==> src/rtl/control_unit.sv <==
// Hardwired control sequencer for the simple-CPU datapath: fetch T0-T2 plus
// per-class execute steps, Moore strobes decoded from the state register.
module control_unit #(
  parameter int OPW  = 5,
  parameter int CNTW = 16
) (
  input  logic            Clock,
  input  logic            Reset_n,
  input  logic            Run,
  input  logic [31:0]     IR,
  output logic            PCout,
  output logic            MARin,
  output logic            IncPC,
  output logic            Zin,
  output logic            PCin,
  output logic            Read,
  output logic            MDRin,
  output logic            MDRout,
  output logic            IRin,
  output logic            Yin,
  output logic            Zlowout,
  output logic            ZHighout,
  output logic            LOin,
  output logic            HIin,
  output logic            Cout,
  output logic            Gra,
  output logic            Grb,
  output logic            Grc,
  output logic            Rin,
  output logic            Rout,
  output logic [OPW-1:0]  operation,
  output logic            Done,
  output logic            Halted,
  output logic            Illegal,
  output logic [CNTW-1:0] InstrCount
);

  localparam logic [3:0] IDLE = 4'd0;
  localparam logic [3:0] T0   = 4'd1;
  localparam logic [3:0] T1   = 4'd2;
  localparam logic [3:0] T2   = 4'd3;
  localparam logic [3:0] T3   = 4'd4;
  localparam logic [3:0] T4   = 4'd5;
  localparam logic [3:0] T5   = 4'd6;
  localparam logic [3:0] T6   = 4'd7;
  localparam logic [3:0] HALT = 4'd8;

  logic [3:0]      r_state;
  logic [3:0]      w_next;
  logic [3:0]      w_after;
  logic            r_illegal;
  logic [CNTW-1:0] r_count;
  logic [4:0]      w_opc;
  logic [4:0]      w_imm_op;
  logic            w_rr, w_imm, w_md, w_un, w_nop, w_halt, w_ill, w_short;
  logic            w_done;

  assign w_opc   = IR[31:27];
  assign w_rr    = (w_opc <= 5'd8);
  assign w_imm   = (w_opc >= 5'd9) && (w_opc <= 5'd11);
  assign w_md    = (w_opc == 5'd12) || (w_opc == 5'd13);
  assign w_un    = (w_opc == 5'd14) || (w_opc == 5'd15);
  assign w_nop   = (w_opc == 5'd24);
  assign w_halt  = (w_opc == 5'd25);
  assign w_ill   = !(w_rr || w_imm || w_md || w_un || w_nop || w_halt);
  assign w_short = w_nop || w_halt || w_ill;
  // Where a Done state leads: halt parks, everything else loops or idles.
  assign w_after = w_halt ? HALT : (Run ? T0 : IDLE);

  // Immediate forms map onto the plain ALU operation codes.
  always_comb begin
    case (w_opc)
      5'd9:    w_imm_op = 5'd0;
      5'd10:   w_imm_op = 5'd2;
      5'd11:   w_imm_op = 5'd3;
      default: w_imm_op = 5'd0;
    endcase
  end

  // Moore output decode of the current step.
  always_comb begin
    {PCout, MARin, IncPC, Zin, PCin, Read, MDRin, MDRout, IRin, Yin} = 10'd0;
    {Zlowout, ZHighout, LOin, HIin, Cout, Gra, Grb, Grc, Rin, Rout} = 10'd0;
    operation = {OPW{1'b0}};
    w_done    = 1'b0;
    case (r_state)
      T0: begin PCout = 1'b1; MARin = 1'b1; IncPC = 1'b1; Zin = 1'b1; end
      T1: begin Zlowout = 1'b1; PCin = 1'b1; Read = 1'b1; MDRin = 1'b1; end
      T2: begin
        MDRout = 1'b1; IRin = 1'b1;
        if (w_short) w_done = 1'b1;
        else         w_done = 1'b0;
      end
      T3: begin
        if (w_un) begin
          Grb = 1'b1; Rout = 1'b1; Zin = 1'b1; operation = OPW'(w_opc);
        end else if (w_md) begin
          Gra = 1'b1; Rout = 1'b1; Yin = 1'b1;
        end else begin
          Grb = 1'b1; Rout = 1'b1; Yin = 1'b1;
        end
      end
      T4: begin
        if (w_un) begin
          Zlowout = 1'b1; Gra = 1'b1; Rin = 1'b1; w_done = 1'b1;
        end else if (w_md) begin
          Grb = 1'b1; Rout = 1'b1; Zin = 1'b1; operation = OPW'(w_opc);
        end else if (w_imm) begin
          Cout = 1'b1; Zin = 1'b1; operation = OPW'(w_imm_op);
        end else begin
          Grc = 1'b1; Rout = 1'b1; Zin = 1'b1; operation = OPW'(w_opc);
        end
      end
      T5: begin
        if (w_md) begin
          Zlowout = 1'b1; LOin = 1'b1;
        end else begin
          Zlowout = 1'b1; Gra = 1'b1; Rin = 1'b1; w_done = 1'b1;
        end
      end
      T6:      begin ZHighout = 1'b1; HIin = 1'b1; w_done = 1'b1; end
      default: begin w_done = 1'b0; end
    endcase
  end

  // Step sequencing.
  always_comb begin
    w_next = r_state;
    case (r_state)
      IDLE:    w_next = Run ? T0 : IDLE;
      T0:      w_next = T1;
      T1:      w_next = T2;
      T2:      w_next = w_short ? w_after : T3;
      T3:      w_next = T4;
      T4:      w_next = w_un ? w_after : T5;
      T5:      w_next = w_md ? T6 : w_after;
      T6:      w_next = w_after;
      HALT:    w_next = HALT;
      default: w_next = IDLE;
    endcase
  end

  // State, illegal pulse and retired-instruction counter.
  always_ff @(posedge Clock or negedge Reset_n) begin
    if (!Reset_n) begin
      r_state   <= IDLE;
      r_illegal <= 1'b0;
      r_count   <= {CNTW{1'b0}};
    end else begin
      r_state   <= w_next;
      r_illegal <= (r_state == T2) && w_ill;
      if (w_done && !w_ill) r_count <= r_count + {{(CNTW-1){1'b0}}, 1'b1};
      else                  r_count <= r_count;
    end
  end

  assign Done       = w_done;
  assign Halted     = (r_state == HALT);
  assign Illegal    = r_illegal;
  assign InstrCount = r_count;

endmodule

==> config.mk <==
export PLATFORM = sky130hd
export DESIGN_NAME = control_unit
export DESIGN_NICKNAME = d
export VERILOG_FILES = /design/src/rtl/control_unit.sv
export SDC_FILE = /design/constraint.sdc
export NUM_CORES = 1
export LEC_CHECK = 0
export ABC_AREA = 1
export CORE_MARGIN = 4
export CORE_UTILIZATION = 46
export CTS_BUF_LIST = sky130_fd_sc_hd__clkbuf_4
export CTS_CLUSTER_SIZE = 30
export DETAILED_ROUTE_END_ITERATION = 8
export PLACE_DENSITY = 0.88
export SLEW_MARGIN = 10
export SYNTH_ARGS = -nofsm -noshare
export SYNTH_HDL_FRONTEND = slang
export SYNTH_SLANG_ARGS = --single-unit
==> constraint.sdc <==
create_clock -name Clock -period 2.3 [get_ports Clock]
set_input_delay 0.46 -clock Clock [delete_from_list [all_inputs] [get_ports Clock]]
set_output_delay 0.46 -clock Clock [all_outputs]
set_load 0.03 [all_outputs]
# Yosys cells after proc, flatten, opt, wreduce, memory -nomap -nowiden
# Index checks and enable logic that the tools add are counted.
# word_totals
elab_cells	80
output_inout_bits	44
reg_bits	21
# classes
n_lt_le_gt_ge	3
mux	42
eq_ne	16
add_sub_neg	1
reduce_logical	15
# op_table
op	count
one-hot mux 4 bit (9 select lines)	1
== test 5 x 4 -> 1 bit, second input constant	6
two-way mux 1 bit	24
two-way mux 5 bit	4
adder 16 x 1 -> 16 bit, second input constant	1
== test 4 x 3 -> 1 bit, second input constant	4
two-way mux 4 bit	4
== test 5 bit, second input constant	2
less-or-equal comparator 5 x 4 -> 1 bit, second input constant	2
one-hot mux 5 bit (2 select lines)	1
logical OR 1 bit	9
== test 4 x 2 -> 1 bit, second input constant	2
one-hot mux 1 bit (2 select lines)	4
one-hot mux 1 bit (3 select lines)	2
>= comparator 5 x 4 -> 1 bit, second input constant	1
== test 4 x 1 -> 1 bit, second input constant	1
== test 4 bit, second input constant	1
logical NOT 4 bit	1
one-hot mux 1 bit (4 select lines)	1
one-hot mux 2 bit (2 select lines)	1
logical AND 1 bit	3
OR reduction 2 bit	1
logical NOT 1 bit	1

# Logic depth before layout (Yosys ltp)
# logic_depth
word_depth	12
ltp_mapped	10
ltp_nobuf	9

# Worst setup path before layout
# OpenSTA, ideal clock, no wires.
# synth_timing
path_kind	reg2out
start	register r_state[1]
end	output port operation[2]
required_ns	1.840
t_arrival_ns	1.688
path_slack_ns	0.152
path_stages_with_launch	8
path_cell_list	dfrtp_1 > nor2_1 > nand2_2 > inv_1 > nand2_1 > nor2_1 > inv_1 > o21ai_0
# synth_between
elab_chain_len	2
word_cells_on_any_way	3
cone_classes	2 x eq/ne; 1 x mux
# synth_lines
element	line_no	rtl
start: declaration	48	logic [3:0] r_state;
start signal: assignment	150	r_state <= w_next;
== test 4 x 3 -> 1 bit	86	case (r_state)
one-hot mux 5 bit (2 select lines) *	86	
end: declaration	31	output logic [OPW-1:0] operation,
# Every way passes the cells marked *; elsewhere a longest branch is shown, timed or not.

# Worst setup path after layout
# layout_timing
start	input port IR[27]
end	output port operation[2]
# layout_between
elab_chain_len	6
word_cells_on_any_way	14
cone_classes	2 x order compare; 4 x eq/ne; 5 x mux; 3 x reduce/logical
# layout_lines
element	line_no	rtl
start: declaration	10	input logic [31:0] IR,
>= comparator 5 x 4 -> 1 bit or less-or-equal comparator 5 x 4 -> 1 bit (tied branches)	60	assign w_imm = (w_opc >= 5'd9) && (w_opc <= 5'd11);
logical AND 1 bit	60	
two-way mux 5 bit	108	end else if (w_imm) begin
two-way mux 5 bit	106	end else if (w_md) begin
two-way mux 5 bit	104	if (w_un) begin
one-hot mux 5 bit (2 select lines) *	86	
# Marks and branches as above.

==> results.cfg <==
[timing]
finalWorstPathRequiredPeriod_ns = 2.21
relSlewSlack = 0.768
max_freq_ghz = 0.453
skew_ns = 0.00641
holdWs_ns = 0.469
hold_viol_final = 0
slew_violations = 0
rsz0062_at_grt = no
fin_setup_tns_ns = 0
setup_viol = 0
tightest_slew_ns = 0.349
period_share = 0.960

[detailed_routing]
vias = 1828
drt-wirelength-per-cell_um = 12.9
first_iter_violations = 140
wl_mm = 4.61
ant_nets = 0
drt-pass1-iter-count = 4
via_per_inst = 5.11
drc = 0

[finish]
final_cell_area_um2 = 2390
nets = 349
syn_to_final_growth_pct = 39.4
final_cells = 358
antennaDiodeCount = 0
drive_above_1_share = 0.260

[clock_network]
clock-sinks = 21
clk_latency_ns = 0.31
path_clk_slew_ns = 0.13
clk_path_buf_depth = 2
htree_levels = 1
post_cts_buffers = 0
cts_tree = done
cts_buffers = 3
clockRootBuffer = clkbuf_4
cts-hold-fix-buffers = 0

[placed_design]
port_buffers = 51
dp_hpwl_mm = 3.42
placed_area_um2 = 2320
gp_congestion = 0.860
dp.cells = 354

[logic_synthesis]
ys_ff_latch = 21
ys_warn_count = 0
synth.most_common_cell = nand2_1
synth_edf_count = 0
syn_nets = 284
syn_area_um2 = 1710
async_flop_share = 1.00
yosysTopAreaCell = dfrtp_1
syn_avg_cell_area_um2 = 6.91
synth_cell_types = 27
yosys-top-cells-count = 57 x nand2_1, 31 x inv_1, 31 x nor2_1, 29 x nand3_1, 22 x nand2_2
seq_area_frac_synth = 0.307
yosysTopAreaCellShare = 0.307
ys_top_cells_by_area = dfrtp_1 31%, nand2_1 12%, nand3_1 8.5%
syn_inst = 248
synth_flop_cell = dfrtp_1

[critical_path]
required_ns = 1.84
cp_top_family = buffers and inverters
cp_cell_sequence = clkdlybuf4s50_1, nor2_2, nor4_2, buf_4, nor2_2, inv_1, o21ai_1, buf_4
crit_arrival_ns = 1.75
path_max_fanout = 3
max_stage_delay_ns = 0.49
end_kind = primary output
crit_type = in -> out
crit_buf_inv = 4
worst_setup_path_start_kind = primary input
cp_slowest_cell = clkdlybuf4s50_1

[die]
ios = 79
die_x_um = 69.0
fp-row-count = 21
die-area_um2 = 4770
start_util = 0.494
die_y_um = 69.0
core_um2 = 3470

[grt]
grt_pass1_wl_mm = 7.79
grt_usage = 0.194
grt_max_degree = 22
grt_pass1_vias = 1712
antenna_found_initial = 0
overflow = 0

[power]
cellLeakagePower_uw = 0.00123
power.density_nw_per_um2 = 824
power_uw = 1970
ir_drop_mv = 0.725

[outcome]
status = complete, no violations

[min_path]
hold_class = in -> async

[run]
drv_cap = 0
==> cells in the final DEF, fill, tap and decap left out, types with 2 or more instances in the layout <==
cell,count
nand3_1,28
inv_1,31
a21oi_1,3
o211ai_1,2
o21ai_0,4
nand2_1,56
nor2_4,4
nand2_8,2
o21ai_1,3
clkbuf_4,3
inv_2,2
buf_12,2
dlymetal6s2s_1,4
nand4_1,6
buf_6,2
dlygate4sd2_1,12
dfrtp_1,21
nand2_2,23
nor2_2,6
xnor2_1,4
nor3_1,3
nand2_4,2
xor2_1,3
buf_4,29
clkdlybuf4s50_1,20
nor2_1,28
==> metrics by stage <==
step	utilization	worst slack (ns)
2_1_floorplan	-	0.152
6_report	0.689	0.0922
5_1_grt	0.689	0.0129
4_1_cts	0.680	0.00961
3_3_place_gp	0.669	-0.204
3_5_place_dp	0.669	-0.257
==> path summary, 6_finish.rpt <==
check | start | end | slack (ns) | depth (start not counted)
setup / recovery | IR[27] | operation[2] | 0.09 | 8
hold / removal | Reset_n | InstrCount[13] | 0.47 | 2
setup reg to reg | r_state[1] | InstrCount[3] | 0.58 | 11
hold reg to reg | InstrCount[15] | InstrCount[15] | 0.56 | 2
max in group asynchronous | Reset_n | r_state[2] | 1.62 | 2
min in group Clock | InstrCount[15] | InstrCount[15] | 0.56 | 2
==> report_power, final <==
| group | switching (uW) | internal (uW) |
|---|---|---|
| sequential | 83.4 | 433 |
| clock | 119 | 65.0 |
| combinational | 822 | 447 |
==> final cells by class <==
cell class | instances | area, um^2
clock buffers | 3 | 22.5
clock inverters | 1 | 5.00
fillers | 281 | 1080
inverters | 33 | 124
multi-input cells | 185 | 1020
flip-flops and latches | 21 | 526
well taps | 46 | 57.6
repair buffers | 69 | 636
==> layer usage <==
| metal | wire (um) | vias up | global-route usage | share of wire |
|---|---|---|---|---|
| met5 | 0 | - | 0 | 0 |
| met4 | 71 | 0 | 0.0521 | 0.015 |
| met3 | 257 | 8 | 0.0392 | 0.056 |
| met2 | 2260 | 58 | 0.317 | 0.49 |
| met1 | 2020 | 856 | 0.261 | 0.44 |
| li1 | - | 906 | - | - |
==> cells by family (layout without fill, tap and decap cells) <==
kind of cell               after synthesis  count (layout)  share of synthesized area
buffers and inverters                   42             106                      0.121
and+or+nand+nor                        162             162                      0.474
DFF                                     21              21                      0.307
xor gates and xnor gates                 7               7                     0.0358
adders and majority gates                1               1                    0.00730
AOI/OAI and AO/OA                       15              15                     0.0547
==> worst reg2reg max path, stage by stage, from the launching register on <==
cell     delay, ns
dfrtp_1       0.42
nor2_1        0.17
nand2_2       0.10
buf_4         0.16
nor2_4        0.13
buf_12        0.12
nor2_4        0.04
nand2_8       0.08
buf_12        0.14
nand2_8       0.12
nand2_1       0.09
nand2_1       0.05
==> registers in the layout, indices dropped and copies added, names as in the netlist <==
signal and count:
InstrCount 16, Illegal 1, r_state 4
==> what timing repair did <==
item | in CTS | in global routing
pin swaps | 2 | 3
resized for setup | 18 | 13
setup endpoints to repair | 18 | 13
Note: power is estimated with default switching activity, not from simulation.
